`src/rtl/ud_counter_chain.sv`:
```
// Cascaded modulo-RADIX up/down counter with ripple carry/borrow, clamped load,
// terminal-count flag and wrap pulse. Define UD_CHAIN_SAT_EN for saturating mode.
module ud_counter_chain #(
    parameter int DIGITS = 4,
    parameter int RADIX  = 10,
    localparam int DW    = (RADIX > 2) ? $clog2(RADIX) : 1
) (
    input  logic                 inter_clk,
    input  logic                 clr,
    input  logic                 ld,
    input  logic [DIGITS*DW-1:0] ld_val,
    input  logic                 cnt,
    input  logic                 up,
    output logic [DIGITS*DW-1:0] c,
    output logic                 tc,
    output logic                 wrap
);

    localparam logic [DW-1:0] MAX_D = DW'(RADIX - 1);

    logic [DIGITS-1:0][DW-1:0] c_q;
    logic [DIGITS-1:0][DW-1:0] c_next;
    logic [DIGITS-1:0][DW-1:0] ld_d;
    logic [DIGITS-1:0][DW-1:0] ld_clamped;
    logic                      lo_max;
    logic                      lo_zero;
    logic                      all_max;
    logic                      all_zero;
    logic                      wrap_q;

    function automatic logic [DW-1:0] digit_inc(input logic [DW-1:0] d);
        return (d == MAX_D) ? '0 : d + 1'b1;
    endfunction

    function automatic logic [DW-1:0] digit_dec(input logic [DW-1:0] d);
        return (d == '0) ? MAX_D : d - 1'b1;
    endfunction

    assign ld_d = ld_val;

    // NOTE: every variable written here gets a default first, so no path leaves one unassigned and no latch is inferred.
    always_comb begin
        c_next     = c_q;
        ld_clamped = ld_d;
        lo_max     = 1'b1;
        lo_zero    = 1'b1;
        for (int i = 0; i < DIGITS; i++) begin
            // A digit steps only when every lower digit sits at its rollover value.
            if (up && lo_max) begin
                c_next[i] = digit_inc(c_q[i]);
            end else if (!up && lo_zero) begin
                c_next[i] = digit_dec(c_q[i]);
            end
            if (ld_d[i] > MAX_D) begin
                ld_clamped[i] = MAX_D;
            end
            lo_max  = lo_max && (c_q[i] == MAX_D);
            lo_zero = lo_zero && (c_q[i] == '0);
        end
        all_max  = lo_max;
        all_zero = lo_zero;
    end

    assign tc   = up ? all_max : all_zero;
    assign c    = c_q;
    assign wrap = wrap_q;

    // NOTE: registered state uses non-blocking assignments so every flop samples pre-edge values.
    always_ff @(posedge inter_clk) begin
        if (clr) begin
            c_q    <= '0;
            wrap_q <= 1'b0;
        end else if (ld) begin
            c_q    <= ld_clamped;
            wrap_q <= 1'b0;
        end else if (cnt) begin
`ifdef UD_CHAIN_SAT_EN
            if (!tc) begin
                c_q <= c_next;
            end
            wrap_q <= 1'b0;
`else
            c_q    <= c_next;
            wrap_q <= tc;
`endif
        end else begin
            wrap_q <= 1'b0;
        end
    end

endmodule

```
`config.mk`:
```
export PLATFORM = sky130hd
export DESIGN_NAME = ud_counter_chain
export DESIGN_NICKNAME = d
export VERILOG_FILES = /design/src/rtl/ud_counter_chain.sv
export SDC_FILE = /design/constraint.sdc
export NUM_CORES = 1
export LEC_CHECK = 0
export CAP_MARGIN = 20
export CORE_AREA = 3 3 64 66
export DETAILED_ROUTE_END_ITERATION = 6
export DIE_AREA = 0 0 67 69
export GPL_TIMING_DRIVEN = 0
export PLACE_DENSITY_LB_ADDON = 0.05
export SYNTH_ARGS = -nofsm -noshare
export SYNTH_HDL_FRONTEND = slang
export SYNTH_SLANG_ARGS = --single-unit
```
`constraint.sdc`:
```
create_clock -name inter_clk -period 2.4 [get_ports inter_clk]
set_input_delay 0.72 -clock inter_clk [delete_from_list [all_inputs] [get_ports inter_clk]]
set_output_delay 0.72 -clock inter_clk [all_outputs]
set_load 0.005 [all_outputs]
```
==> flow_results.xml <==
<?xml version="1.0" encoding="UTF-8"?>
<metrics>
  <group name="status">
    <metric name="outcome" unit="">finished with violations</metric>
    <metric name="violated_checks" unit="">setup timing</metric>
  </group>
  <group name="placed_design">
    <metric name="place.detailed.hpwl" unit="mm">3.125</metric>
    <metric name="dp_worst_setup_slack" unit="ps">-1223</metric>
    <metric name="gpl.final_weighted_congestion" unit="">0.8594</metric>
    <metric name="place.detailed.instances" unit="">286</metric>
    <metric name="port_buffers" unit="">35</metric>
  </group>
  <group name="cells_and_area">
    <metric name="leading_cell_type_in_the_layout_fill_and_taps_excluded" unit="">sky130_fd_sc_hd__clkdlybuf4s50_1</metric>
    <metric name="layout-drive-gt1-share" unit="%">14.40</metric>
    <metric name="fill_cells" unit="">350</metric>
    <metric name="layout_overhead_on_the_synthesized_area" unit="%">38.96</metric>
    <metric name="final_nets" unit="">272</metric>
    <metric name="n_antenna_cell" unit="">0</metric>
    <metric name="mostFrequentLayoutCells" unit="">sky130_fd_sc_hd__clkdlybuf4s50_1, sky130_fd_sc_hd__nor2_1, sky130_fd_sc_hd__dfxtp_1</metric>
    <metric name="layoutNonFillerInstCount" unit="">298</metric>
  </group>
  <group name="setup_path">
    <metric name="critical_path.n_buffers_inverters" unit="">2</metric>
    <metric name="timing.critical_path.from_type" unit="">input port</metric>
    <metric name="cp_cell_sequence" unit="">buf_8 -&gt; nor3_4 -&gt; and4_4 -&gt; or3b_1 -&gt; a211oi_2 -&gt; buf_2</metric>
    <metric name="critical_path_class" unit="">in2out</metric>
    <metric name="cp_data_required_time" unit="ps">1680</metric>
    <metric name="critPathMaxFanout" unit="">2</metric>
    <metric name="critPathTopFamily" unit="">simple AND/OR/NAND/NOR gates</metric>
    <metric name="critical_path_cell_count" unit="">6</metric>
    <metric name="setup.worst_path.start" unit="">up</metric>
    <metric name="reg2reg_from" unit="">c[2]</metric>
    <metric name="worstRegToRegCells" unit="">7</metric>
    <metric name="crit_path_max_incr_delay" unit="ps">360</metric>
    <metric name="setup.worst_path.end_class" unit="">output pin</metric>
    <metric name="worst_path_max_delay_cell" unit="">sky130_fd_sc_hd__or3b_1</metric>
    <metric name="critical_path_arrival" unit="ps">1980</metric>
  </group>
  <group name="yosys">
    <metric name="synth_instances" unit="">203</metric>
    <metric name="syn-num-nets" unit="">224</metric>
    <metric name="yosysWarnings" unit="">0</metric>
    <metric name="synth-edff-count" unit="">0</metric>
    <metric name="synthesis.area" unit="sq mm">0.001535</metric>
    <metric name="yosys_register_bits" unit="">17</metric>
    <metric name="avgSynthCellArea" unit="sq um">7.563</metric>
    <metric name="proportion_of_register_bits_with_asynchronous_set_or_reset_after_synthesis" unit="%">0</metric>
    <metric name="sequential_to_total_area_share_from_yosys_stat" unit="%">22.17</metric>
    <metric name="synth.distinct_cells" unit="">59</metric>
    <metric name="dominantRegCellSynth" unit="">sky130_fd_sc_hd__dfxtp_1</metric>
  </group>
  <group name="global_routing">
    <metric name="grt_first_pass_wirelength" unit="mm">7.624</metric>
    <metric name="antenna_found_initial" unit="">0</metric>
    <metric name="grt_max_degree" unit="">11</metric>
    <metric name="first_global_vias" unit="">1645</metric>
    <metric name="groute.usage.overall" unit="%">20.52</metric>
    <metric name="grt.overflow.total" unit="">0</metric>
  </group>
  <group name="power">
    <metric name="power.density_cell_area" unit="mW/mm^2">414.0</metric>
    <metric name="total_power" unit="mW">0.8831</metric>
    <metric name="seq_power_share" unit="%">37.4</metric>
    <metric name="power.static_leakage" unit="nW">0.7547</metric>
    <metric name="share_clk_of_total_power" unit="%">26.3</metric>
    <metric name="pwr-share-comb" unit="%">36.3</metric>
    <metric name="net-switching-power" unit="mW">0.2984</metric>
    <metric name="switching_share" unit="%">33.79</metric>
    <metric name="power_report.internal_total" unit="mW">0.5847</metric>
    <metric name="worst_ir_drop_vdd" unit="uV">296.5</metric>
  </group>
  <group name="floorplanning">
    <metric name="fp.coreArea" unit="sq mm">0.003633</metric>
    <metric name="die_height" unit="microns">69</metric>
    <metric name="die_width" unit="microns">67</metric>
    <metric name="fp.dieArea" unit="sq mm">0.004623</metric>
    <metric name="placementRows" unit="">22</metric>
    <metric name="boundaryPins" unit="">39</metric>
    <metric name="start_util" unit="%">42.25</metric>
  </group>
  <group name="clock_tree">
    <metric name="clk_pin_slew_worst_paths" unit="ps">80</metric>
    <metric name="htree_levels" unit="">1</metric>
    <metric name="clock_tree.buffer_depth" unit="">2</metric>
    <metric name="cts_tree" unit="">yes</metric>
    <metric name="root_buffer" unit="">sky130_fd_sc_hd__clkbuf_8</metric>
    <metric name="cts_made_buffers" unit="">3</metric>
    <metric name="numClockSinks" unit="">17</metric>
    <metric name="clkLatencyLatePin" unit="ps">260</metric>
    <metric name="hold_buffers" unit="">0</metric>
  </group>
  <group name="timing">
    <metric name="finalHoldViolations" unit="">0</metric>
    <metric name="finalCritPeriodShare" unit="%">112.3</metric>
    <metric name="headroom_to_the_max_slew_limit" unit="%">58.64</metric>
    <metric name="final.setup.worst_slack" unit="ps">-295.6</metric>
    <metric name="worst_pin_slew" unit="ps">620.4</metric>
    <metric name="timing.final.setup_violations" unit="">1</metric>
    <metric name="fmax" unit="MHz">371.0</metric>
    <metric name="setup_repair_after_global_routing_missed_its_margin" unit="">yes</metric>
    <metric name="layout_skew" unit="ps">3.530</metric>
    <metric name="slew_viol_final" unit="">0</metric>
    <metric name="period_needed" unit="ps">2696</metric>
    <metric name="setup_tns" unit="ps">-295.6</metric>
  </group>
  <group name="hold_path">
    <metric name="worst_hold_path_type" unit="">reg2reg</metric>
    <metric name="hold_depth" unit="">2</metric>
    <metric name="hold_path_origin" unit="">c[11]</metric>
  </group>
  <group name="drt">
    <metric name="drt_initial_violations" unit="">194</metric>
    <metric name="via_count_normalized_by_instance_count" unit="">5.779</metric>
    <metric name="final_antenna_net_count" unit="">0</metric>
    <metric name="drt_first_pass_iters" unit="">4</metric>
    <metric name="wirelength" unit="mm">4.489</metric>
    <metric name="drt-wirelength-per-cell" unit="microns">15.06</metric>
    <metric name="drt_drc_violations_left" unit="">0</metric>
    <metric name="route.vias.total" unit="">1722</metric>
  </group>
  <group name="flow_run">
    <metric name="drv_cap" unit="">0</metric>
  </group>
</metrics>
-- path summary, 6_finish.rpt --
kind              endpoint  slack [ps]
setup / recovery        tc        -300
hold / removal       c[11]         610
setup reg to reg     c[14]         250
hold reg to reg      c[11]         610
-- repair_timing --
item | 4_1_cts | 5_1_grt
buffers inserted | 6 | 2
setup endpoints to repair | 9 | 4
resized for setup | 23 | 8
pin swaps | 5 | 5
-- cell families (layout without fill, tap and decap cells) --
| logic type | after synthesis | after routing | synth area share (%) |
|---|---|---|---|
| AND/OR/NAND/NOR | 77 | 77 | 30.81 |
| AO/OA/AOI/OAI | 68 | 68 | 31.62 |
| buffers and inverters | 29 | 76 | 8.068 |
| flip-flops | 17 | 17 | 22.17 |
| XOR/XNOR | 8 | 8 | 4.564 |
| multiplexers | 4 | 4 | 2.771 |
-- routing by layer --
metal | track usage, % | vias to the layer above | share of wire (%)
li1 | - | 870 | -
met1 | 28.67 | 806 | 47
met2 | 31.44 | 38 | 47
met3 | 4.072 | 8 | 4.0
met4 | 6.081 | 0 | 1.6
met5 | 0 | - | 0
-- power by group through the flow --
stage / Sequential (mW) / Clock (mW) / Combinational (mW)
3_5_place_dp: 0.331 / 0 / 0.288
6_report: 0.330 / 0.233 / 0.320
5_1_grt: 0.333 / 0.245 / 0.354
3_3_place_gp: 0.331 / 0 / 0.287
4_1_cts: 0.328 / 0.232 / 0.312
2_1_floorplan: 0.328 / 0 / 0.178
-- flip-flops by register name, summed over array words and instances (netlist names) --
signal / cells
wrap: 1
c: 16
-- tightest hold or removal path, delay by kind of cell (launching register included) --
family | cells | cell delay [ps]
and+or+nand+nor | 1 | 110
DFF | 1 | 370
AOI/OAI and AO/OA | 1 | 80
-- area by class of cell --
class                           instances  area [sq um]  area share [%]
Timing Repair Buffer                   43         410.4           19.24
Buffer                                 20         113.9           5.337
Clock buffer                            3         41.29           1.935
Sequential cell                        17         342.8           16.07
Clock inverter                          1         5.005          0.2346
Multi-Input combinational cell        157          1126           52.79
Inverter                                9         33.78           1.584
Tap cell                               48         60.06           2.815
-- synth_stat cells (all sizes together) (6+ instances only) --
cell	instances	area, sq um
a21oi	10	50.05
a221oi	7	61.31
buf	6	37.53
clkbuf	14	52.55
dfxtp	17	340.3
inv	8	30.03
nand2	11	41.29
nor2	19	71.32
nor3	7	51.30
o211ai	8	60.06
o21ai	12	60.05
-- metrics by stage --
stage                     area [sq um]  utilization [%]  hold slack (ps)
after floorplan                   1546                -            579.0
after global placement            1957            53.86            623.3
after detailed placement          1957            53.86            624.2
after CTS                         2098            57.75            666.6
after global routing              2133            58.71            629.0
final                             2133            58.71            612.2
No activity file was read; power rests on OpenSTA's default activity.
